$ cat config.mk
export PLATFORM = sky130hd
export DESIGN_NAME = musb_memwb_skid_register
export DESIGN_NICKNAME = d
export VERILOG_FILES = /design/src/rtl/musb_memwb_skid_register.sv
export SDC_FILE = /design/constraint.sdc
export NUM_CORES = 1
export LEC_CHECK = 0
export ABC_CLOCK_PERIOD_IN_PS = 1900
export CAP_MARGIN = 20
export CORE_UTILIZATION = 35
export CTS_CLUSTER_DIAMETER = 60
export DETAILED_ROUTE_END_ITERATION = 16
export GPL_TIMING_DRIVEN = 1
export SYNTH_ARGS = -nofsm -noshare
export SYNTH_HDL_FRONTEND = slang
export SYNTH_SLANG_ARGS = --single-unit
$ cat constraint.sdc
create_clock -name clk -period 1.9 [get_ports clk]
set_clock_uncertainty 0.2 [all_clocks]
set_input_delay 0.38 -clock clk [delete_from_list [all_inputs] [get_ports clk]]
set_output_delay 0.38 -clock clk [all_outputs]
set_load 0.1 [all_outputs]
$ cat src/rtl/musb_memwb_skid_register.sv
`default_nettype none
// ============================================================================
// Module      : musb_memwb_skid_register
// Description : MEM->WB pipeline register with a one-entry skid buffer.
//               Two storage slots (head + skid) give full throughput with a
//               ready signal that is decoded purely from registered state.
// Revision    : 1.0 - initial release
// ============================================================================
module musb_memwb_skid_register #(
    parameter int DATA_WIDTH       = 32,
    parameter int ADDR_WIDTH       = 5,
    parameter int ZERO_REG_WE_KILL = 1
) (
    input  logic                  clk,
    input  logic                  rst,
    input  logic                  mem_valid,
    output logic                  mem_ready,
    input  logic                  mem_flush,
    input  logic                  wb_flush,
    input  logic [DATA_WIDTH-1:0] mem_read_data,
    input  logic [DATA_WIDTH-1:0] mem_alu_data,
    input  logic [ADDR_WIDTH-1:0] mem_gpr_wa,
    input  logic                  mem_mem_to_gpr_select,
    input  logic                  mem_gpr_we,
    output logic                  wb_valid,
    input  logic                  wb_ready,
    output logic [DATA_WIDTH-1:0] wb_read_data,
    output logic [DATA_WIDTH-1:0] wb_alu_data,
    output logic [ADDR_WIDTH-1:0] wb_gpr_wa,
    output logic                  wb_mem_to_gpr_select,
    output logic                  wb_gpr_we,
    output logic [DATA_WIDTH-1:0] wb_gpr_wd
);

    // Occupancy states: EMPTY (no entry), HALF (head only), FULL (head+skid)
    localparam logic [1:0] c_ST_EMPTY = 2'd0;
    localparam logic [1:0] c_ST_HALF  = 2'd1;
    localparam logic [1:0] c_ST_FULL  = 2'd2;

    logic [1:0]            r_state;

    logic [DATA_WIDTH-1:0] r_head_read_data;
    logic [DATA_WIDTH-1:0] r_head_alu_data;
    logic [ADDR_WIDTH-1:0] r_head_wa;
    logic                  r_head_sel;
    logic                  r_head_we;

    logic [DATA_WIDTH-1:0] r_skid_read_data;
    logic [DATA_WIDTH-1:0] r_skid_alu_data;
    logic [ADDR_WIDTH-1:0] r_skid_wa;
    logic                  r_skid_sel;
    logic                  r_skid_we;

    logic                  w_mem_we;
    logic                  w_accept;
    logic                  w_consume;

    // The write enable is cleaned on entry so the stored value is final.
    generate
        if (ZERO_REG_WE_KILL != 0) begin : g_zero_kill
            assign w_mem_we = mem_gpr_we & (mem_gpr_wa != '0);
        end else begin : g_no_kill
            assign w_mem_we = mem_gpr_we;
        end
    endgenerate

    // Ready and valid decode from registered state only.
    assign mem_ready = (r_state != c_ST_FULL);
    assign wb_valid  = (r_state != c_ST_EMPTY);

    assign w_accept  = mem_valid & mem_ready & ~mem_flush;
    assign w_consume = wb_valid & wb_ready;

    // Occupancy FSM and head/skid storage; flush empties without touching data.
    always_ff @(posedge clk) begin
        if (rst) begin
            r_state          <= c_ST_EMPTY;
            r_head_read_data <= '0;
            r_head_alu_data  <= '0;
            r_head_wa        <= '0;
            r_head_sel       <= 1'b0;
            r_head_we        <= 1'b0;
            r_skid_read_data <= '0;
            r_skid_alu_data  <= '0;
            r_skid_wa        <= '0;
            r_skid_sel       <= 1'b0;
            r_skid_we        <= 1'b0;
        end else if (wb_flush) begin
            r_state <= c_ST_EMPTY;
        end else begin
            case (r_state)
                c_ST_EMPTY: begin
                    if (w_accept) begin
                        r_head_read_data <= mem_read_data;
                        r_head_alu_data  <= mem_alu_data;
                        r_head_wa        <= mem_gpr_wa;
                        r_head_sel       <= mem_mem_to_gpr_select;
                        r_head_we        <= w_mem_we;
                        r_state          <= c_ST_HALF;
                    end
                end
                c_ST_HALF: begin
                    if (w_accept && w_consume) begin
                        r_head_read_data <= mem_read_data;
                        r_head_alu_data  <= mem_alu_data;
                        r_head_wa        <= mem_gpr_wa;
                        r_head_sel       <= mem_mem_to_gpr_select;
                        r_head_we        <= w_mem_we;
                    end else if (w_accept) begin
                        r_skid_read_data <= mem_read_data;
                        r_skid_alu_data  <= mem_alu_data;
                        r_skid_wa        <= mem_gpr_wa;
                        r_skid_sel       <= mem_mem_to_gpr_select;
                        r_skid_we        <= w_mem_we;
                        r_state          <= c_ST_FULL;
                    end else if (w_consume) begin
                        r_state          <= c_ST_EMPTY;
                    end
                end
                c_ST_FULL: begin
                    if (w_consume) begin
                        r_head_read_data <= r_skid_read_data;
                        r_head_alu_data  <= r_skid_alu_data;
                        r_head_wa        <= r_skid_wa;
                        r_head_sel       <= r_skid_sel;
                        r_head_we        <= r_skid_we;
                        r_state          <= c_ST_HALF;
                    end
                end
                default: begin
                    r_state <= c_ST_EMPTY;
                end
            endcase
        end
    end

    assign wb_read_data         = r_head_read_data;
    assign wb_alu_data          = r_head_alu_data;
    assign wb_gpr_wa            = r_head_wa;
    assign wb_mem_to_gpr_select = r_head_sel;
    assign wb_gpr_we            = wb_valid & r_head_we;
    assign wb_gpr_wd            = r_head_sel ? r_head_read_data : r_head_alu_data;

endmodule
`default_nettype wire

==> run_results.csv, run 1 <==
group,metric,value,unit
status,status,"finished, violations left",
status,violations,"setup timing",
timing,layout_setup_ws,-221,ps
floorplanning,num_rows,47,
logic_synthesis,ys_warn_count,0,
place,io_buffers,181,
power_and_ir_drop,pwr-share-clk,38.7,%
place,placed_cells,1049,
logic_synthesis,syn_inst,679,
cells_and_area,final_common_cell,"nand2_1",
clock_tree,clockRootBuffer,"clkbuf_16",
floorplanning,dieWidth,133,microns
clock_tree,cts_tree,"done",
drt,dr.max_layer_used,"met4",
drt,wl_met3,1270,microns
clock_tree,cts_buffers,17,
clock_tree,clock_latency,420,ps
timing,worst_pin_slew,493,ps
job,drv_cap,0,
critical_path,cp_data_arrival_time,1540,ps
drt,drtPass1Iterations,6,
critical_path,crit_start,"wb_mem_to_gpr_select",
place,hpwl,12400,microns
place,routabilityCongestion,0.809,
critical_path,path_class,"reg -> out",
timing,finalHoldViolations,0,
timing,timing.final.crit_share,112,%
floorplanning,start_util,36.1,%
power_and_ir_drop,power_density,787,nW/um^2
power_and_ir_drop,p_sw_share,31.6,%
global_route,grt_use_total,23.6,%
logic_synthesis,synth-edff-count,0,
logic_synthesis,netlist_area,6050,sq um
drt,post_drt_via_cell_ratio,5.31,
critical_path,regToRegSetupSlack,-140,ps
power_and_ir_drop,p_switching,2850,uW
cells_and_area,fillCellCount,1190,
drt,dr_wl_met2,11600,microns
floorplanning,die_h,133,microns
critical_path,required,1320,ps
cells_and_area,area_growth,89.7,%
worst_hold_path,hold_path.class,"in -> reg",
timing,rsz0062_at_grt,"true",
cells_and_area,drive_gt1_share,44.4,%
cells_and_area,final_cells,1126,
critical_path,reg2reg_from,"r_state[1]",
cells_and_area,layout_common_cells,"nand2_1 (142), buf_12 (120), dfxtp_1 (77), clkdlybuf4s50_1 (72)",
clock_tree,cts_sinks,144,
timing,max_slew_margin,67.1,%
floorplanning,coreArea,16800,sq um
critical_path,crit_end,"wb_gpr_wd[23]",
timing,finalSetupViolations,107,
drt,ant_nets,0,
critical_path,rr_endpoint,"wb_gpr_wa[1]",
logic_synthesis,ys_ff_latch,144,
power_and_ir_drop,ir_worst_vdd,0.694,mV
clock_tree,cts_buffer_depth,2,
clock_tree,htreeDepth,4,
power_and_ir_drop,power_frac_seq,35.9,%
global_route,grt-ovfl-total,0,
drt,wl,22100,microns
timing,fin_crit,2120,ps
floorplanning,dieArea,17800,sq um
cells_and_area,nets,968,
floorplanning,io_pins,182,
power_and_ir_drop,internal-power,6180,uW
logic_synthesis,syn_avg_cell_area,8.91,sq um
drt,drtIter0Drc,345,
logic_synthesis,synthDistinctLibCells,26,
critical_path,reg2reg_depth,8,
global_route,grt_max_degree,41,
power_and_ir_drop,pwr-share-comb,25.4,%
drt,met1_length,8730,microns
timing,fmax,472,MHz
critical_path,end_kind,"output port",
clock_tree,path_clk_slew,60,ps
logic_synthesis,syn_nets,756,
cells_and_area,utilization,68.5,%
global_route,antenna_found_initial,1,
drt,drc,0,
timing,slew_viol_final,0,
logic_synthesis,ys_seq_area_share,47.6,%
clock_tree,cts_hold_buf,0,
drt,wl_per_cell,19.6,microns
global_route,grt_pass1_vias,5868,
drt,vias,5979,
critical_path,start_kind,"register",
critical_path,crit_fanout,5,
logic_synthesis,synth_top_area_cell,"dfxtp_1",
logic_synthesis,async_reset_ff_share,0,%
power_and_ir_drop,leakage,0.00462,uW
logic_synthesis,synthTopCellsByArea,"dfxtp_1 (48%), mux2i_1 (12%), nand2_1 (8.8%), a211oi_1 (8.7%), a21oi_1 (6.0%)",
global_route,grt_pass1_wl,32300,microns
logic_synthesis,synthFlopType,"dfxtp_1",
logic_synthesis,yosysTopAreaCellShare,47.6,%
==> sequential cells by signal, summed over array words and instances, names as in the netlist, 2 cells and up <==
signal            count
r_skid_alu_data      32
r_skid_read_data     32
r_skid_wa             5
r_state               2
wb_alu_data          32
wb_gpr_wa             5
wb_read_data         32
==> layout make-up <==
cell class,count,area (sq um),share of cell area (%)
Tap cell,220,275,2.40
Clock inverter,14,178,1.55
Timing Repair Buffer,251,4080,35.6
Multi-Input combinational cell,477,3530,30.7
Sequential cell,144,2970,25.9
Clock buffer,18,439,3.83
Antenna cell,2,5.00,0.0436
==> power by group through the flow <==
stage	Combinational, uW	Clock [uW]	Sequential [uW]
6_report	2290	3500	3250
3_5_place_dp	2010	0	3310
4_1_cts	2210	3520	3250
2_1_floorplan	652	0	3810
3_3_place_gp	1980	0	3300
5_1_grt	2360	3670	3260
==> repair_timing <==
action                                  4_1_cts  5_1_grt
pin swaps                                    35       15
gates cloned                                 15        6
endpoints found under the setup margin      106      109
resized for setup                           109       46
setup buffers                                17        6
==> layer usage <==
layer	track usage [%]	vias to the layer above
met1	27.8	2960
met2	41.5	192
li1	-	2792
met3	5.94	35
met5	0	-
met4	7.70	0
==> synth_stat cells (2+ instances only) <==
master	instances
clkbuf_1	29
nand2_1	142
nor2_1	70
buf_2	27
a21oi_1	73
dfxtp_1	144
mux2i_1	71
a211oi_1	70
mux2_2	32
nand2b_1	4
buf_4	2
==> worst min path at each step <==
stage                                    from             endpoint  slack (ps)  cells after the start
after global placement    r_skid_alu_data[14]  r_skid_alu_data[14]         240                      2
after floorplan                     r_skid_we            r_skid_we         230                      2
after detailed placement  r_skid_alu_data[29]  r_skid_alu_data[29]         250                      2
after CTS                       mem_gpr_wa[0]         r_skid_wa[0]         160                      3
final                           mem_gpr_wa[0]         r_skid_wa[0]         170                      3
after global routing            mem_gpr_wa[0]         r_skid_wa[0]         180                      3
==> per-stage QoR <==
| step | area [sq um] | total power [uW] | hold slack [ps] | setup slack [ps] | TNS, ps |
|---|---|---|---|---|---|
| after floorplan | 6290 | 4460 | 232 | -35.6 | -990 |
| after global placement | 9480 | 5280 | 240 | -549 | -53380 |
| after detailed placement | 9480 | 5310 | 246 | -626 | -59850 |
| after CTS | 11100 | 8980 | 164 | -240 | -10200 |
| after global routing | 11500 | 9290 | 182 | -269 | -14870 |
| final | 11500 | 9040 | 173 | -221 | -10930 |
==> worst max-delay path, cell delays in order (launching register included) <==
cell	delay [ps]
dfxtp_4	370
buf_12	140
buf_16	140
mux2_4	310
buf_12	170
==> logic make-up after synthesis <==
| family | count (synthesis) | share of synthesized area, % |
|---|---|---|
| compound gates | 148 | 15.6 |
| buf+inv | 58 | 4.28 |
| flops | 144 | 47.6 |
| mux | 103 | 17.7 |
| simple gates | 226 | 14.8 |
No activity file was read; power rests on OpenSTA's default activity.
==> run 2, diff against run 1 <==
--- a/config.mk
+++ b/config.mk
@@ -11,6 +11,8 @@
 export CTS_CLUSTER_DIAMETER = 60
 export DETAILED_ROUTE_END_ITERATION = 16
 export GPL_TIMING_DRIVEN = 1
+export HOLD_SLACK_MARGIN = 0.06
+export MAX_ROUTING_LAYER = met4
 export SYNTH_ARGS = -nofsm -noshare
 export SYNTH_HDL_FRONTEND = slang
 export SYNTH_SLANG_ARGS = --single-unit
==> run 2 against run 1 <==
- the run still ends with setup timing left
- setup slack gained 0.86 ps
- total power shrank 0.10%
- combinational power is essentially flat
- register-to-register slack is essentially flat
- die area is the same
- cell area shrank 0.11%
- critical path depth is the same
- final cell count is essentially flat
- highest routed layer unchanged
==> run_results.csv, run 2 (synthesis results as in run 1) <==
group,metric,value,unit
status,status,"finished, violations left",
status,violations,"setup timing",
global_route,grt_pass1_vias,5868,
critical_path,critical_path.max_stage_delay,370,ps
job,drv_cap,0,
drt,ant_nets,0,
floorplanning,dieArea,17800,sq um
drt,vias,5962,
critical_path,crit_top_cell,"buf_12",
worst_hold_path,hold_path.class,"in -> reg",
critical_path,path_class,"reg -> out",
clock_tree,cts_buffer_depth,2,
critical_path,path_cells,"buf_12 > buf_16 > mux2_4 > buf_12",
place,placed_cells,1049,
drt,drtPass1Iterations,5,
timing,fin_crit,2120,ps
cells_and_area,final_common_cell,"nand2_1",
drt,drc,0,
global_route,grt_max_degree,41,
timing,slew_viol_final,0,
critical_path,start_kind,"register",
clock_tree,cts_buffers,17,
timing,finalHoldViolations,0,
critical_path,end_kind,"output port",
cells_and_area,layout_common_cells,"nand2_1 (142), buf_12 (119), dfxtp_1 (77), a21oi_1 (72), clkdlybuf4s50_1 (72)",
floorplanning,die_h,133,microns
power_and_ir_drop,power_density,787,nW/um^2
timing,fin_setup_tns,-10990,ps
timing,timing.hold.ws,174,ps
floorplanning,io_pins,182,
timing,worst_pin_slew,453,ps
timing,layout_setup_ws,-220,ps
global_route,grt-ovfl-total,0,
cells_and_area,area_growth,89.5,%
place,routabilityCongestion,0.821,
cells_and_area,final_cells,1127,
timing,fmax,472,MHz
critical_path,crit_buf_inv,3,
timing,finalSetupViolations,107,
critical_path,slowest_stage,"dfxtp_4",
drt,wl,21900,microns
global_route,antenna_found_initial,1,
timing,rsz0062_at_grt,"true",
power_and_ir_drop,leakage,0.00462,uW
place,io_buffers,181,
critical_path,cp_top_family,"buffers and inverters",
drt,drtIter0Drc,330,
clock_tree,clock_latency,420,ps
place,place_ws,-626,ps
floorplanning,coreArea,16800,sq um
global_route,grt_pass1_wl,32400,microns
clock_tree,htreeDepth,4,
clock_tree,clockRootBuffer,"clkbuf_16",
floorplanning,num_rows,47,
power_and_ir_drop,ir_worst_vdd,0.699,mV
critical_path,reg2reg_from,"r_state[1]",
critical_path,crit_start,"wb_mem_to_gpr_select",
critical_path,cp_data_arrival_time,1540,ps
clock_tree,cts_tree,"done",
power_and_ir_drop,p_total,9030,uW
critical_path,required,1320,ps
drt,wl_per_cell,19.5,microns
cells_and_area,drive_gt1_share,44.2,%
critical_path,crit_fanout,5,
timing,timing.final.crit_share,112,%
floorplanning,start_util,36.1,%
drt,post_drt_via_cell_ratio,5.29,
clock_tree,path_clk_slew,60,ps
global_route,grt_use_total,24.3,%
cells_and_area,nets,969,
floorplanning,dieWidth,133,microns
worst_hold_path,hp-start,"mem_gpr_wa[0]",
place,hpwl,12400,microns
timing,max_slew_margin,69.0,%
clock_tree,cts_sinks,144,
-- run 2: cell count changes in the layout (fill, tap and decap cells not counted) --
cell,previous run,this run
a21oi_1,70,72
buf_12,120,119
buf_4,18,20
a21oi_2,3,1
-- run 2: power by group --
| part | switching [uW] | internal (uW) | total (uW) |
|---|---|---|---|
| logic | 1350 | 943 | 2290 |
| registers | 128 | 3120 | 3250 |
| clock network | 1370 | 2120 | 3490 |
-- run 2: per-stage QoR --
stage          instance area, sq um  util (%)
6_report                      11500      68.4
3_3_place_gp                   9480      56.6
2_1_floorplan                  6290         -
5_1_grt                       11500      68.4
3_5_place_dp                   9480      56.6
4_1_cts                       11100      65.9
-- run 2: final timing paths --
| check | endpoint | slack (ps) | depth (start not counted) |
|---|---|---|---|
| worst max-delay path | wb_gpr_wd[23] | -220 | 4 |
| worst min-delay path | r_skid_wa[0] | 170 | 3 |
| worst max register to register | wb_gpr_wa[1] | -140 | 8 |
| worst min register to register | r_skid_alu_data[3] | 250 | 2 |
-- run 2: final cells by class --
type	instances	area (sq um)
Sequential cell	144	2970
Antenna cell	2	5.00
Tap cell	220	275
Clock inverter	14	178
Fill cell	1190	5290
Clock buffer	18	439
Timing Repair Buffer	252	4080
Multi-Input combinational cell	477	3520
-- run 2: worst min-delay path: cells and delay by family --
| kind | cells | cell delay, ps |
|---|---|---|
| AO/OA/AOI/OAI | 1 | 50 |
| buffers and inverters | 1 | 260 |
| AND/OR/NAND/NOR | 1 | 60 |
-- run 2: timing repair --
item	CTS	global route
cloned	15	6
endpoints found under the setup margin	106	110
pin swaps	35	14
buffers inserted	17	7
resized for setup	109	44
hold buffers	0	0
-- run 2: layer usage --
layer | global-route usage, % | up-vias | part of all wire, %
li1 | - | 2790 | -
met1 | 28.0 | 2928 | 40
met2 | 41.6 | 203 | 52
met3 | 5.21 | 41 | 5.3
met4 | 8.27 | 0 | 2.4
met5 | - | - | 0
==> run 3, diff against run 2 <==
--- a/config.mk
+++ b/config.mk
@@ -9,10 +9,11 @@
 export CAP_MARGIN = 20
 export CORE_UTILIZATION = 35
 export CTS_CLUSTER_DIAMETER = 60
+export CTS_CLUSTER_SIZE = 14
 export DETAILED_ROUTE_END_ITERATION = 16
 export GPL_TIMING_DRIVEN = 1
 export HOLD_SLACK_MARGIN = 0.06
-export MAX_ROUTING_LAYER = met4
+export PLACE_DENSITY = 0.65
 export SYNTH_ARGS = -nofsm -noshare
 export SYNTH_HDL_FRONTEND = slang
 export SYNTH_SLANG_ARGS = --single-unit
==> run 3 against run 2 <==
- the flow still finishes with violations (setup timing)
- non-clock buffer count grew 11
- combinational power grew 2%
- cell area grew 2.4%
- final cell count grew 0.80%
- total power grew 2.1%
- via count shrank 0.99%
- utilization grew 1.6 points
- sequential cell count is the same
- largest cell class unchanged
==> run_results.csv, run 3 (synthesis results as in run 1) <==
group,metric,value,unit
cells_and_area,diodes,0,
cells_and_area,final_common_cell,"nand2_1",
clock_tree,cts_buffer_depth,2,
cells_and_area,final_cells,1136,
timing,fin_setup_tns,-15950,ps
cells_and_area,final_area,11700,sq um
floorplanning,num_rows,47,
timing,layout_setup_ws,-238,ps
job,drv_cap,0,
drt,post_drt_via_cell_ratio,5.20,
global_route,grt_max_degree,69,
floorplanning,io_pins,182,
clock_tree,htreeDepth,4,
floorplanning,start_util,36.1,%
power_and_ir_drop,ir_worst_vdd,0.648,mV
clock_tree,cts_sinks,144,
critical_path,cp_top_family,"flip-flops",
timing,rsz0062_at_grt,"true",
place,placed_cells,1054,
floorplanning,die_h,133,microns
drt,ant_nets,0,
place,routabilityCongestion,0.734,
critical_path,required,1320,ps
timing,fmax,468,MHz
floorplanning,dieWidth,133,microns
critical_path,crit_buf_inv,2,
critical_path,cp_data_arrival_time,1560,ps
critical_path,end_kind,"output port",
drt,wl,22000,microns
drt,vias,5903,
timing,finalSetupViolations,106,
power_and_ir_drop,power_density,785,nW/um^2
critical_path,slowest_stage,"dfxtp_4",
place,hpwl,11200,microns
critical_path,path_class,"reg -> out",
status,violations,"setup timing",
timing,fin_crit,2140,ps
cells_and_area,area_growth,94.1,%
critical_path,path_cells,"clkbuf_16 > mux2_4 > buf_12",
clock_tree,cts_buffers,17,
status,status,"finished, violations left",
timing,slew_viol_final,0,
clock_tree,clockRootBuffer,"clkbuf_16",
cells_and_area,nets,980,
global_route,antenna_found_initial,0,
floorplanning,coreArea,16800,sq um
timing,timing.final.crit_share,113,%
power_and_ir_drop,leakage,0.00480,uW
clock_tree,clock_latency,410,ps
cells_and_area,layout_common_cells,"nand2_1 (142), buf_12 (124), dfxtp_1 (77), a21oi_1 (72), clkdlybuf4s50_1 (72)",
drt,drtPass1Iterations,5,
global_route,grt_pass1_vias,5869,
drt,wl_per_cell,19.4,microns
global_route,grt_pass1_wl,32500,microns
timing,finalHoldViolations,0,
timing,worst_pin_slew,431,ps
worst_hold_path,hold_path.class,"in -> reg",
global_route,grt-ovfl-total,0,
global_route,grt_use_total,23.7,%
critical_path,crit_fanout,8,
clock_tree,cts_tree,"done",
clock_tree,path_clk_slew,60,ps
place,io_buffers,181,
cells_and_area,drive_gt1_share,48.0,%
place,placed_area,9500,sq um
drt,drc,0,
critical_path,critical_path.max_stage_delay,450,ps
drt,drtIter0Drc,363,
timing,max_slew_margin,71.3,%
floorplanning,dieArea,17800,sq um
critical_path,start_kind,"register",
run 3: changes by cell type in the layout (fill, tap and decap cells not counted), moves of 3 or more:
cell	change
buf_4	+13
nor2_2	+17
nor2_1	-31
buf_12	+5
buf_6	-7
nor2_4	+14
clkbuf_1	+3
inv_6	-5
clkinvlp_4	-4
run 3: area by class of cell:
class                      instances  area [sq um]
timing repair buffer             263          4200
sequential                       144          2970
clock buffer                      23           489
clock inverter                     9           153
multi-input combinational        477          3650
tap                              220           275
fill                            1142          5020
run 3: stage by stage:
| step | power (uW) | worst slack, ps | hold slack (ps) | util (%) |
|---|---|---|---|---|
| floorplan | 4460 | -35.6 | 232 | - |
| global placement | 5290 | -521 | 240 | 56.7 |
| detailed placement | 5300 | -616 | 246 | 56.7 |
| CTS | 9180 | -230 | 97.3 | 68.5 |
| global route | 9480 | -275 | 112 | 70.1 |
| finish | 9220 | -238 | 110 | 70.1 |
run 3: report_power, final:
group	internal, uW	total, uW	switching, uW
logic	976	2330	1350
registers	3120	3260	138
clock network	2350	3630	1290
total	6440	9220	2780
run 3: timing repair:
| item | in CTS | in global routing |
|---|---|---|
| pin swaps | 50 | 27 |
| gates resized for setup | 137 | 60 |
| hold buffers | 0 | 0 |
| endpoints found under the setup margin | 106 | 176 |
| gates cloned | 19 | 3 |
| buffers inserted | 24 | 9 |
run 3: layer usage:
metal | wire length [microns] | global-route usage, %
met1 | 9310 | 30.5
met2 | 11200 | 40.4
met3 | 1220 | 4.49
met4 | 206 | 6.50
met5 | 0 | 0
run 3: path summary, 6_finish.rpt:
kind | depth (start not counted) | from | slack, ps | end
setup reg to reg | 9 | r_state[1] | -210 | wb_read_data[18]
hold / removal | 2 | rst | 110 | r_skid_alu_data[14]
setup / recovery | 3 | wb_mem_to_gpr_select | -240 | wb_gpr_wd[20]
hold reg to reg | 2 | r_skid_read_data[4] | 250 | r_skid_read_data[4]
